<file path="src/rtl/mem_port_b_arbiter.sv">
// ----------------------------------------------------------------------------
// mem_port_b_arbiter
//
// Purpose:
//   Shares port B of the dual-port program/data memory between two requesters.
//   Requester 0 (VGA scan fetch) has priority. Requester 1 (debug/loader or
//   DMA) is forced to win after MAX_WAIT consecutive lost arbitrations.
//   The grant is registered, and read data returns a fixed two cycles after
//   the sampling edge.
//
// Ports:
//   clk, reset          system clock, asynchronous active-low reset
//   reqN/weN/addrN/wdataN
//                       requester N access request, write flag, address, data
//   gntN                one-cycle accept pulse (also the write acknowledge)
//   rvalidN             one-cycle read-data-valid pulse for requester N
//   rdata               shared read data, qualified by rvalid0/rvalid1
//   mem_we_b/mem_addr_b/mem_data_b
//                       memory port-B write enable, address and write data
//   mem_q_b             memory port-B read data (synchronous, 1-cycle latency)
//   starve_cnt          requester-1 consecutive-denial count (debug)
// ----------------------------------------------------------------------------
module mem_port_b_arbiter #(
    parameter int AW       = 10,
    parameter int DW       = 16,
    parameter int MAX_WAIT = 4
) (
    input  logic          clk,
    input  logic          reset,
    input  logic          req0,
    input  logic          we0,
    input  logic [AW-1:0] addr0,
    input  logic [DW-1:0] wdata0,
    output logic          gnt0,
    output logic          rvalid0,
    input  logic          req1,
    input  logic          we1,
    input  logic [AW-1:0] addr1,
    input  logic [DW-1:0] wdata1,
    output logic          gnt1,
    output logic          rvalid1,
    output logic [DW-1:0] rdata,
    output logic          mem_we_b,
    output logic [AW-1:0] mem_addr_b,
    output logic [DW-1:0] mem_data_b,
    input  logic [DW-1:0] mem_q_b,
    output logic [3:0]    starve_cnt
);

    logic          r_arm;
    logic          r_gnt0;
    logic          r_gnt1;
    logic          r_rvalid0;
    logic          r_rvalid1;
    logic          r_we;
    logic [AW-1:0] r_addr;
    logic [DW-1:0] r_data;
    logic [3:0]    r_starve_cnt;

    logic          w_starved;
    logic          w_win0;
    logic          w_win1;

    // r_arm blocks arbitration on the first edge after reset release, so the
    // earliest grant follows the second posedge.
    assign w_starved = (r_starve_cnt >= 4'(MAX_WAIT));
    assign w_win0    = r_arm & req0 & ~(req1 & w_starved);
    assign w_win1    = r_arm & req1 & (~req0 | w_starved);

    always_ff @(posedge clk or negedge reset) begin
        if (!reset) begin
            r_arm        <= 1'b0;
            r_gnt0       <= 1'b0;
            r_gnt1       <= 1'b0;
            r_rvalid0    <= 1'b0;
            r_rvalid1    <= 1'b0;
            r_we         <= 1'b0;
            r_addr       <= '0;
            r_data       <= '0;
            r_starve_cnt <= 4'd0;
        end else begin
            r_arm <= 1'b1;

            // Issue stage: registered grant and memory-port drive
            r_gnt0 <= w_win0;
            r_gnt1 <= w_win1;
            if (w_win0) begin
                r_we   <= we0;
                r_addr <= addr0;
                r_data <= wdata0;
            end else if (w_win1) begin
                r_we   <= we1;
                r_addr <= addr1;
                r_data <= wdata1;
            end else begin
                // Idle: no write; address/data hold their last values
                r_we <= 1'b0;
            end

            // Return stage: the memory samples the issued address on this edge,
            // so its data is on mem_q_b exactly when rvalid rises.
            r_rvalid0 <= r_gnt0 & ~r_we;
            r_rvalid1 <= r_gnt1 & ~r_we;

            // Starvation counter: counts only denials while req1 is held
            if (r_arm && req1 && !w_win1) begin
                if (r_starve_cnt != 4'hF) begin
                    r_starve_cnt <= r_starve_cnt + 4'd1;
                end
            end else begin
                r_starve_cnt <= 4'd0;
            end
        end
    end

    assign gnt0       = r_gnt0;
    assign gnt1       = r_gnt1;
    assign rvalid0    = r_rvalid0;
    assign rvalid1    = r_rvalid1;
    assign rdata      = mem_q_b;
    assign mem_we_b   = r_we;
    assign mem_addr_b = r_addr;
    assign mem_data_b = r_data;
    assign starve_cnt = r_starve_cnt;

endmodule
</file>
<file path="config.mk">
export PLATFORM = sky130hd
export DESIGN_NAME = mem_port_b_arbiter
export DESIGN_NICKNAME = d
export VERILOG_FILES = /design/src/rtl/mem_port_b_arbiter.sv
export SDC_FILE = /design/constraint.sdc
export NUM_CORES = 1
export LEC_CHECK = 0
export ABC_AREA = 1
export CAP_MARGIN = 30
export CORE_UTILIZATION = 33
export DETAILED_ROUTE_END_ITERATION = 16
export PLACE_DENSITY = 0.76
export RECOVER_POWER = 50
export SYNTH_ARGS = -nofsm -noshare
export SYNTH_HDL_FRONTEND = slang
export SYNTH_SLANG_ARGS = --single-unit
</file>
<file path="constraint.sdc">
create_clock -name clk -period 1 [get_ports clk]
set_input_delay 0.25 -clock clk [delete_from_list [all_inputs] [get_ports clk]]
set_output_delay 0.25 -clock clk [all_outputs]
set_load 0.05 [all_outputs]
</file>
== Word-level counts from Yosys, hierarchy flattened ==
Cells that the tools add are included.
Widths: inputs -> output; s select.

* Flip-flop bits (word level): 36
* Latch bits: 0
* Memory bits (writable): 0
* Memory bits (read-only): 0
* Input bits: 74
* Output and inout bits: 51
* Logic and storage cells: 36
* Memories kept: 0

* Add/sub/neg operators: 1
* Multiply operators: 0
* Div/mod/pow operators: 0
* Order comparisons: 1
* Equal/unequal tests: 2
* Shift-type cells: 0
* Multiplexer cells: 8
* Bitwise gates (word level): 11
* Reduce and logical (&&, ||, !) cells: 4

{| class="wikitable"
|+ Operators by type and width
! operator !! number
|-
| $mux 16 || 2
|-
| $mux 10 || 2
|-
| $mux 4 || 2
|-
| $and 1x1->1 || 7
|-
| $add 4x1->4 const B || 1
|-
| $ge 4x3->1 const B || 1
|-
| $ne 4x4->1 const B || 1
|-
| $not 1->1 || 3
|-
| $logic_and 1x1->1 || 2
|-
| $mux 1 || 2
|-
| $ne 2x1->1 const B || 1
|-
| $reduce_bool 2->1 || 1
|-
| $logic_not 1->1 || 1
|-
| $or 1x1->1 || 1
|}

== Depth between registers and ports, before layout ==
Gate-level depths: netlist of run 1.

* Depth after elaboration: 6
* Gate-level depth with buffers: 7

== Least setup slack after synthesis of run 1 ==
OpenSTA, ideal clock, no wires.

* Kind: register to register
* Start point: register r_starve_cnt[2], in the netlist starve_cnt[2]
* End point: register r_addr[0], in the netlist mem_addr_b[0]
* Arrival: 1.289 ns
* Data required time: 0.882 ns
* Slack: -0.406 ns
* Cell stages (with the launch flop): 6
* Cells stage by stage: dfrtp_1 o21ai_4 buf_4 nand3_1 nand3_1 nand2_1

* Longest elaborated chain between the ends: 5
* Elaborated cells on any way between the ends: 8
* Those cells by class: 1 x order compare; 1 x mux; 5 x bitwise; 1 x reduce/logical

{| class="wikitable"
|+ Ends and longest elaborated chain
! item !! line !! source
|-
| from (decl) || 58 || <nowiki>logic [3:0] r_starve_cnt;</nowiki>
|-
| from (signal assigned) || 108 || <nowiki>r_starve_cnt <= r_starve_cnt + 4'd1;</nowiki>
|-
| $ge 4x3->1 * || 66 || <nowiki>assign w_starved = (r_starve_cnt >= 4'(MAX_WAIT));</nowiki>
|-
| $and 1x1->1 || 67 || <nowiki>assign w_win0 = r_arm & req0 & ~(req1 & w_starved);</nowiki>
|-
| $not 1->1 || 67 ||
|-
| $and 1x1->1 || 67 ||
|-
| $mux 10 or $reduce_bool 2->1 (tied branches) || n/a ||
|-
| to (signal assigned) || 89 || <nowiki>r_addr <= addr0;</nowiki>
|-
| to (signal assigned) || 93 || <nowiki>r_addr <= addr1;</nowiki>
|-
| to (decl) || 56 || <nowiki>logic [AW-1:0] r_addr;</nowiki>
|}

Every way passes the cells marked *; elsewhere a longest branch is shown, timed or not.
A chain may end at the register's enable or synchronous reset.

== Final worst setup path of run 1 ==
* Start point: register r_starve_cnt[2], in the netlist starve_cnt[2]
* End point: register r_addr[8], in the netlist mem_addr_b[8]

The elaborated chain is that of the path after synthesis.

==> reports/qor.txt, run 1 <==
Clock transition at the registers of the reported paths -> 70 ps
Reg area -> 906 sq um
Synthesized flop and latch total -> 36
Critical path arrival -> 1410 ps
Share of power burned in registers -> 34.8%
Fin worst setup slack -> -244 ps
Ratio of cells with drive above 1 in the final layout -> 32.5%
Yosys top cell by area -> dfrtp_1
Vias/cell -> 4.47
Register area share after synthesis -> 45.4%
Synth-to-layout area growth -> 94.5%
Fin. max-slew vios -> 0
DR DRC count -> 0
Avg Cell Area, Syn -> 7.24 sq um
Starting DRT DRC Count -> 80
Post-synth top area share -> 45.4%
Slew @ Worst Pin -> 626 ps
Initial antenna violation count -> 0
Crit path kind -> reg -> reg
TritonCTS buffer count -> 5
Distinct cells, synth -> 15
Commonest non-fill, non-tap cell in the layout -> nand2_1
Core ar. -> 5640 sq um
# fillers -> 424
Switching power -> 1.77 mW
Hold Fails Final Rpt -> 0
DIE HEIGHT -> 79.5 microns
Crit Path Max Fanout -> 6
Initial Utilization -> 35.2%
Worst reg2reg startpoint -> starve_cnt[2]$_DFFE_PN0P_
H-tree depth -> 2
Status -> finished, violations left
Design Power -> 5.21 mW
Die Width -> 79.5 microns
Combinational share of power -> 44.3%
Multi-input gate area -> 840 sq um
Final Critical Period -> 1240 ps
Nature of the critical path endpoint -> flop
Switch share -> 34.0%
Top cells by area, synth -> dfrtp_1 45%, nand2_1 16%, nand3_1 13%
Setup TNS -> -10450 ps
Num rows -> 27
Max capacitance violation total -> 0
Grt ovf -> 0
Leak Pwr -> 2.01 nW
Critical Path RT -> 1170 ps
Vias in the first global route -> 1843
# diodes -> 0
Drt total wl -> 5800 microns
WHS -> 498 ps
HP Class -> in -> async
Ports -> 125
Reg2Reg Depth -> 6
Fin crit share -> 124%
CTS tree -> done
Syn nets -> 349
RSZ-0062 raised after global routing -> true
Fmax -> 0.804 GHz
Clk_skew -> 6.48 ps
Largest net degree at the start of global routing -> 28
Commonest non-fill, non-tap cells in the layout -> 77 x nand2_1, 56 x inv_1, 54 x clkdlybuf4s50_1
Failing checks -> setup timing
Die ar. -> 6330 sq um
Drt pass-1 iters -> 4
All-Layer GR Usage -> 18.9%
Synth Cell Area -> 1980 sq um
Via Count -> 2054
Port Buf Inserts -> 92
Worst R2R Setup Slack -> -240 ps
R2r endpoint -> mem_addr_b[8]$_DFFE_PN0P_
Int Power -> 3.44 mW
Finish-stage setup viols -> 91
Clock latency on the worst-skew pair -> 280 ps
PD cells -> 1350 nW/um^2
NumNets Final -> 463
Clock root buffer -> clkbuf_8
Dpl ws -> -525 ps
Final HPWL DP -> 3850 microns
Post-synthesis cell count -> 274
Max_slew headroom -> 58.3%
First-pass GRT wire length -> 9000 microns
Clock sinks -> 36
CP Launch Type -> flop
Worst-case vdd ir drop -> 0.00110 V
Core Util, Final -> 68.4%
Synthesis Warnings -> 0
ANT nets after route -> 0
Clock Path Buffers -> 2
Final GP Congestion -> 0.779
Clock power frac -> 20.9%
Routed length per instance -> 12.6 microns
[stage by stage]
step	cell area, sq um	instances
2_1_floorplan	1990	274
4_1_cts	3720	448
3_3_place_gp	3260	422
5_1_grt	3860	460
6_report	3860	460
3_5_place_dp	3260	422
[metal layers]
metal	part of all wire, %	up-vias	track usage, %
met5	0	-	0
met4	1.1	0	6.73
met3	5.6	7	4.11
met2	54	75	33.5
met1	39	949	22.1
li1	-	1023	-
[cell type report]
type	count	share of cell area, %
multi-input cells	151	21.8
well taps	72	2.33
clock buffers	7	2.50
flip-flops and latches	36	23.5
inverters	62	6.23
repair buffers	132	43.7
[worst max path at each step]
stage / from / to / slack, ps / depth (start not counted)
floorplan: starve_cnt[3]$_DFFE_PN0P_ / mem_addr_b[0]$_DFFE_PN0P_ / -290 / 5
global placement: req0 / mem_addr_b[3]$_DFFE_PN0P_ / -490 / 7
detailed placement: req0 / mem_data_b[5]$_DFFE_PN0P_ / -530 / 7
CTS: starve_cnt[2]$_DFFE_PN0P_ / starve_cnt[2] / -240 / 2
global route: starve_cnt[2]$_DFFE_PN0P_ / mem_addr_b[8]$_DFFE_PN0P_ / -290 / 6
finish: starve_cnt[2]$_DFFE_PN0P_ / mem_addr_b[8]$_DFFE_PN0P_ / -240 / 6
[power by group through the flow]
stage / registers, mW / clock network, mW / logic, mW
6_report: 1.81 / 1.09 / 2.31
5_1_grt: 1.83 / 1.18 / 2.43
3_3_place_gp: 1.84 / 0 / 1.97
2_1_floorplan: 2.33 / 0 / 0.514
4_1_cts: 1.81 / 1.12 / 2.21
3_5_place_dp: 1.84 / 0 / 1.99
[kinds of logic (layout without fill, tap and decap cells)]
| logic type | Yosys count | in the layout | synth area share (%) |
|---|---|---|---|
| other | 2 | 2 | 0.378 |
| and+or+nand+nor | 146 | 147 | 31.6 |
| buffers and inverters | 88 | 201 | 21.2 |
| DFF | 36 | 36 | 45.4 |
| adders and majority gates | 1 | 1 | 0.630 |
| AOI/OAI and AO/OA | 1 | 1 | 0.820 |
[cells in the mapped netlist]
cell type	n
conb_1	2
buf_6	2
inv_1	60
nand2_1	84
ha_1	1
o21ai_4	1
nand4_1	1
inv_2	2
nand3_1	53
buf_4	18
nand2_2	1
nor2_1	6
buf_2	6
dfrtp_1	36
nand2_4	1
[worst max-delay path, stage by stage, from the launching register on]
cell and delay [ps]:
dfrtp_2 430, o21ai_4 210, buf_12 170, buf_8 140, nand3_2 80, nand3_2 70
nand2_1 50
[sequential cells by signal (all words and copies together), names as in the netlist]
signal,count
r_arm,1
mem_data_b,16
gnt1,1
starve_cnt,4
mem_addr_b,10
gnt0,1
mem_we_b,1
rvalid1,1
rvalid0,1
[timing repair]
action	CTS	global route
buffers inserted	15	12
resized for setup	37	15
endpoints found under the hold margin	9	0
hold buffers	1	0
endpoints found under the setup margin	65	67
gates cloned	3	0
pin swaps	16	12
(Power assumes the default switching activity.)
==> run 2, diff against run 1 <==
--- a/config.mk
+++ b/config.mk
@@ -7,9 +7,10 @@
 export LEC_CHECK = 0
 export ABC_AREA = 1
 export CAP_MARGIN = 30
-export CORE_UTILIZATION = 33
+export CORE_UTILIZATION = 50
 export DETAILED_ROUTE_END_ITERATION = 16
-export PLACE_DENSITY = 0.76
+export DONT_BUFFER_PORTS = 1
+export PLACE_DENSITY = 0.68
 export RECOVER_POWER = 50
 export SYNTH_ARGS = -nofsm -noshare
 export SYNTH_HDL_FRONTEND = slang
==> run 2 against run 1 <==
Effect of this change: the run ends with hold timing, setup timing left; count of clock-buffer cells in the layout is 1 lower; die area is 33% lower; sequential power is 26% higher; wire length is 19% lower; critical path type is now reg -> out; critical endpoint is now starve_cnt[3]; largest power group is now sequential cells.
==> reports/qor.txt, run 2 (synthesized netlist as in run 1, its figures left out) <==
Status -> finished, violations left
Failing checks -> hold timing, setup timing
Synth-to-layout area growth -> 26.4%
Clock sinks -> 36
Drt pass-1 iters -> 5
Slowest CP cell -> dfrtp_2
Dpl ws -> -226 ps
Final HPWL DP -> 3130 microns
# fillers -> 324
Worst reg2reg startpoint -> starve_cnt[3]$_DFFE_PN0P_
Slowest stage delay, CP -> 430 ps
Num rows -> 22
Fin crit share -> 125%
NumNets Final -> 356
Worst R2R Setup Slack -> -250 ps
CP Cell Sequence -> buf_4, buf_12
Ratio of cells with drive above 1 in the final layout -> 34.8%
Port Buf Inserts -> 0
Clock latency on the worst-skew pair -> 290 ps
Commonest non-fill, non-tap cell in the layout -> nand2_1
All-Layer GR Usage -> 24.5%
Nature of the critical path endpoint -> output pin
DR DRC count -> 0
Dpl cells -> 317
Vias/cell -> 5.02
Fin worst setup slack -> -252 ps
CP delay by family, top -> flip-flops
Clk_skew -> 5.26 ps
Setup TNS -> -8710 ps
DIE HEIGHT -> 65 microns
Die Width -> 65 microns
TritonCTS buffer count -> 5
Ports -> 125
Hold Fails Final Rpt -> 36
Starting DRT DRC Count -> 96
Design Power -> 4.12 mW
Initial Utilization -> 53.0%
Die ar. -> 4230 sq um
Clock Path Buffers -> 2
Drt total wl -> 4680 microns
Max capacitance violation total -> 0
R2r endpoint -> mem_data_b[2]$_DFFE_PN0P_
Critical Path RT -> 750 ps
Largest net degree at the start of global routing -> 37
Vias in the first global route -> 1590
Critical path arrival -> 1000 ps
WHS -> -355 ps
HP Class -> in -> async
Grt ovf -> 0
Clock transition at the registers of the reported paths -> 80 ps
Initial antenna violation count -> 0
Non-Filler Instances -> 330
Max reg flops -> 16
H-tree depth -> 2
Finish-stage setup viols -> 67
PD cells -> 1640 nW/um^2
Crit Path Max Fanout -> 2
Core ar. -> 3740 sq um
Leak Pwr -> 1.38 nW
Reg2Reg Depth -> 6
# diodes -> 0
Crit path kind -> reg -> out
Final Critical Period -> 1250 ps
RSZ-0062 raised after global routing -> true
Commonest non-fill, non-tap cells in the layout -> 81 x nand2_1, 58 x inv_1, 28 x dfrtp_2
Final GP Congestion -> 0.691
Fmax -> 0.798 GHz
Buf+Inv Stages, Crit Path -> 2
CP Launch Type -> flop
Routed length per instance -> 14.2 microns
First-pass GRT wire length -> 7600 microns
Clock root buffer -> clkbuf_8
ANT nets after route -> 0
Via Count -> 1657
Worst-case vdd ir drop -> 0.000983 V
Fin. max-slew vios -> 0
CTS tree -> done
==> run 2: worst reg2reg max path, cell delays in order, from the launching register on <==
cell,delay (ps)
dfrtp_2,430
o21ai_4,240
buf_12,170
nand2_8,100
nand2_1,120
nand3_2,80
nand2_2,60
==> run 2: layout make-up <==
type | instances | area [sq um] | area share, %
clock inverters | 2 | 10.0 | 0.399
well taps | 48 | 60.1 | 2.39
inverters | 62 | 238 | 9.48
flip-flops and latches | 36 | 936 | 37.3
multi-input cells | 151 | 845 | 33.7
repair buffers | 25 | 338 | 13.5
clock buffers | 6 | 82.6 | 3.29
==> run 2: how the worst max path moves through the flow <==
stage                                    from                    endpoint  slack (ps)  cells after the start
floorplan           starve_cnt[3]$_DFFE_PN0P_   mem_addr_b[0]$_DFFE_PN0P_        -290                      5
global placement    starve_cnt[3]$_DFFE_PN0P_  mem_data_b[15]$_DFFE_PN0P_        -180                      5
detailed placement  starve_cnt[3]$_DFFE_PN0P_   mem_data_b[1]$_DFFE_PN0P_        -230                      5
CTS                 starve_cnt[2]$_DFFE_PN0P_   mem_data_b[3]$_DFFE_PN0P_        -220                      6
global route        starve_cnt[3]$_DFFE_PN0P_   mem_data_b[2]$_DFFE_PN0P_        -350                      6
finish              starve_cnt[3]$_DFFE_PN0P_               starve_cnt[3]        -250                      2
==> run 2: where the power goes <==
part | switching [mW] | internal, mW
clock | 0.520 | 0.550
sequential | 0.638 | 1.65
combinational | 0.435 | 0.331
==> run 2: layer usage <==
layer | global-route usage [%] | up-vias | routed length, microns
met4 | 11.7 | 0 | 97
li1 | - | 809 | -
met2 | 39.5 | 65 | 2320
met3 | 6.16 | 13 | 299
met1 | 30.4 | 770 | 1960
met5 | 0 | - | 0
==> run 2: metrics by stage <==
stage	util [%]	instance area [sq um]	hold slack (ps)
2_1_floorplan	-	1990	-45.6
3_3_place_gp	56.3	2110	-45.0
3_5_place_dp	56.3	2110	-44.9
4_1_cts	64.2	2400	-368
5_1_grt	67.0	2510	-370
6_report	67.0	2510	-355
==> run 2: timing repair <==
action | CTS | global route
setup buffers | 3 | 1
cloned | 2 | 0
pin swaps | 19 | 15
setup endpoints to repair | 66 | 67
endpoints found under the hold margin | 36 | 36
gates resized for setup | 43 | 29
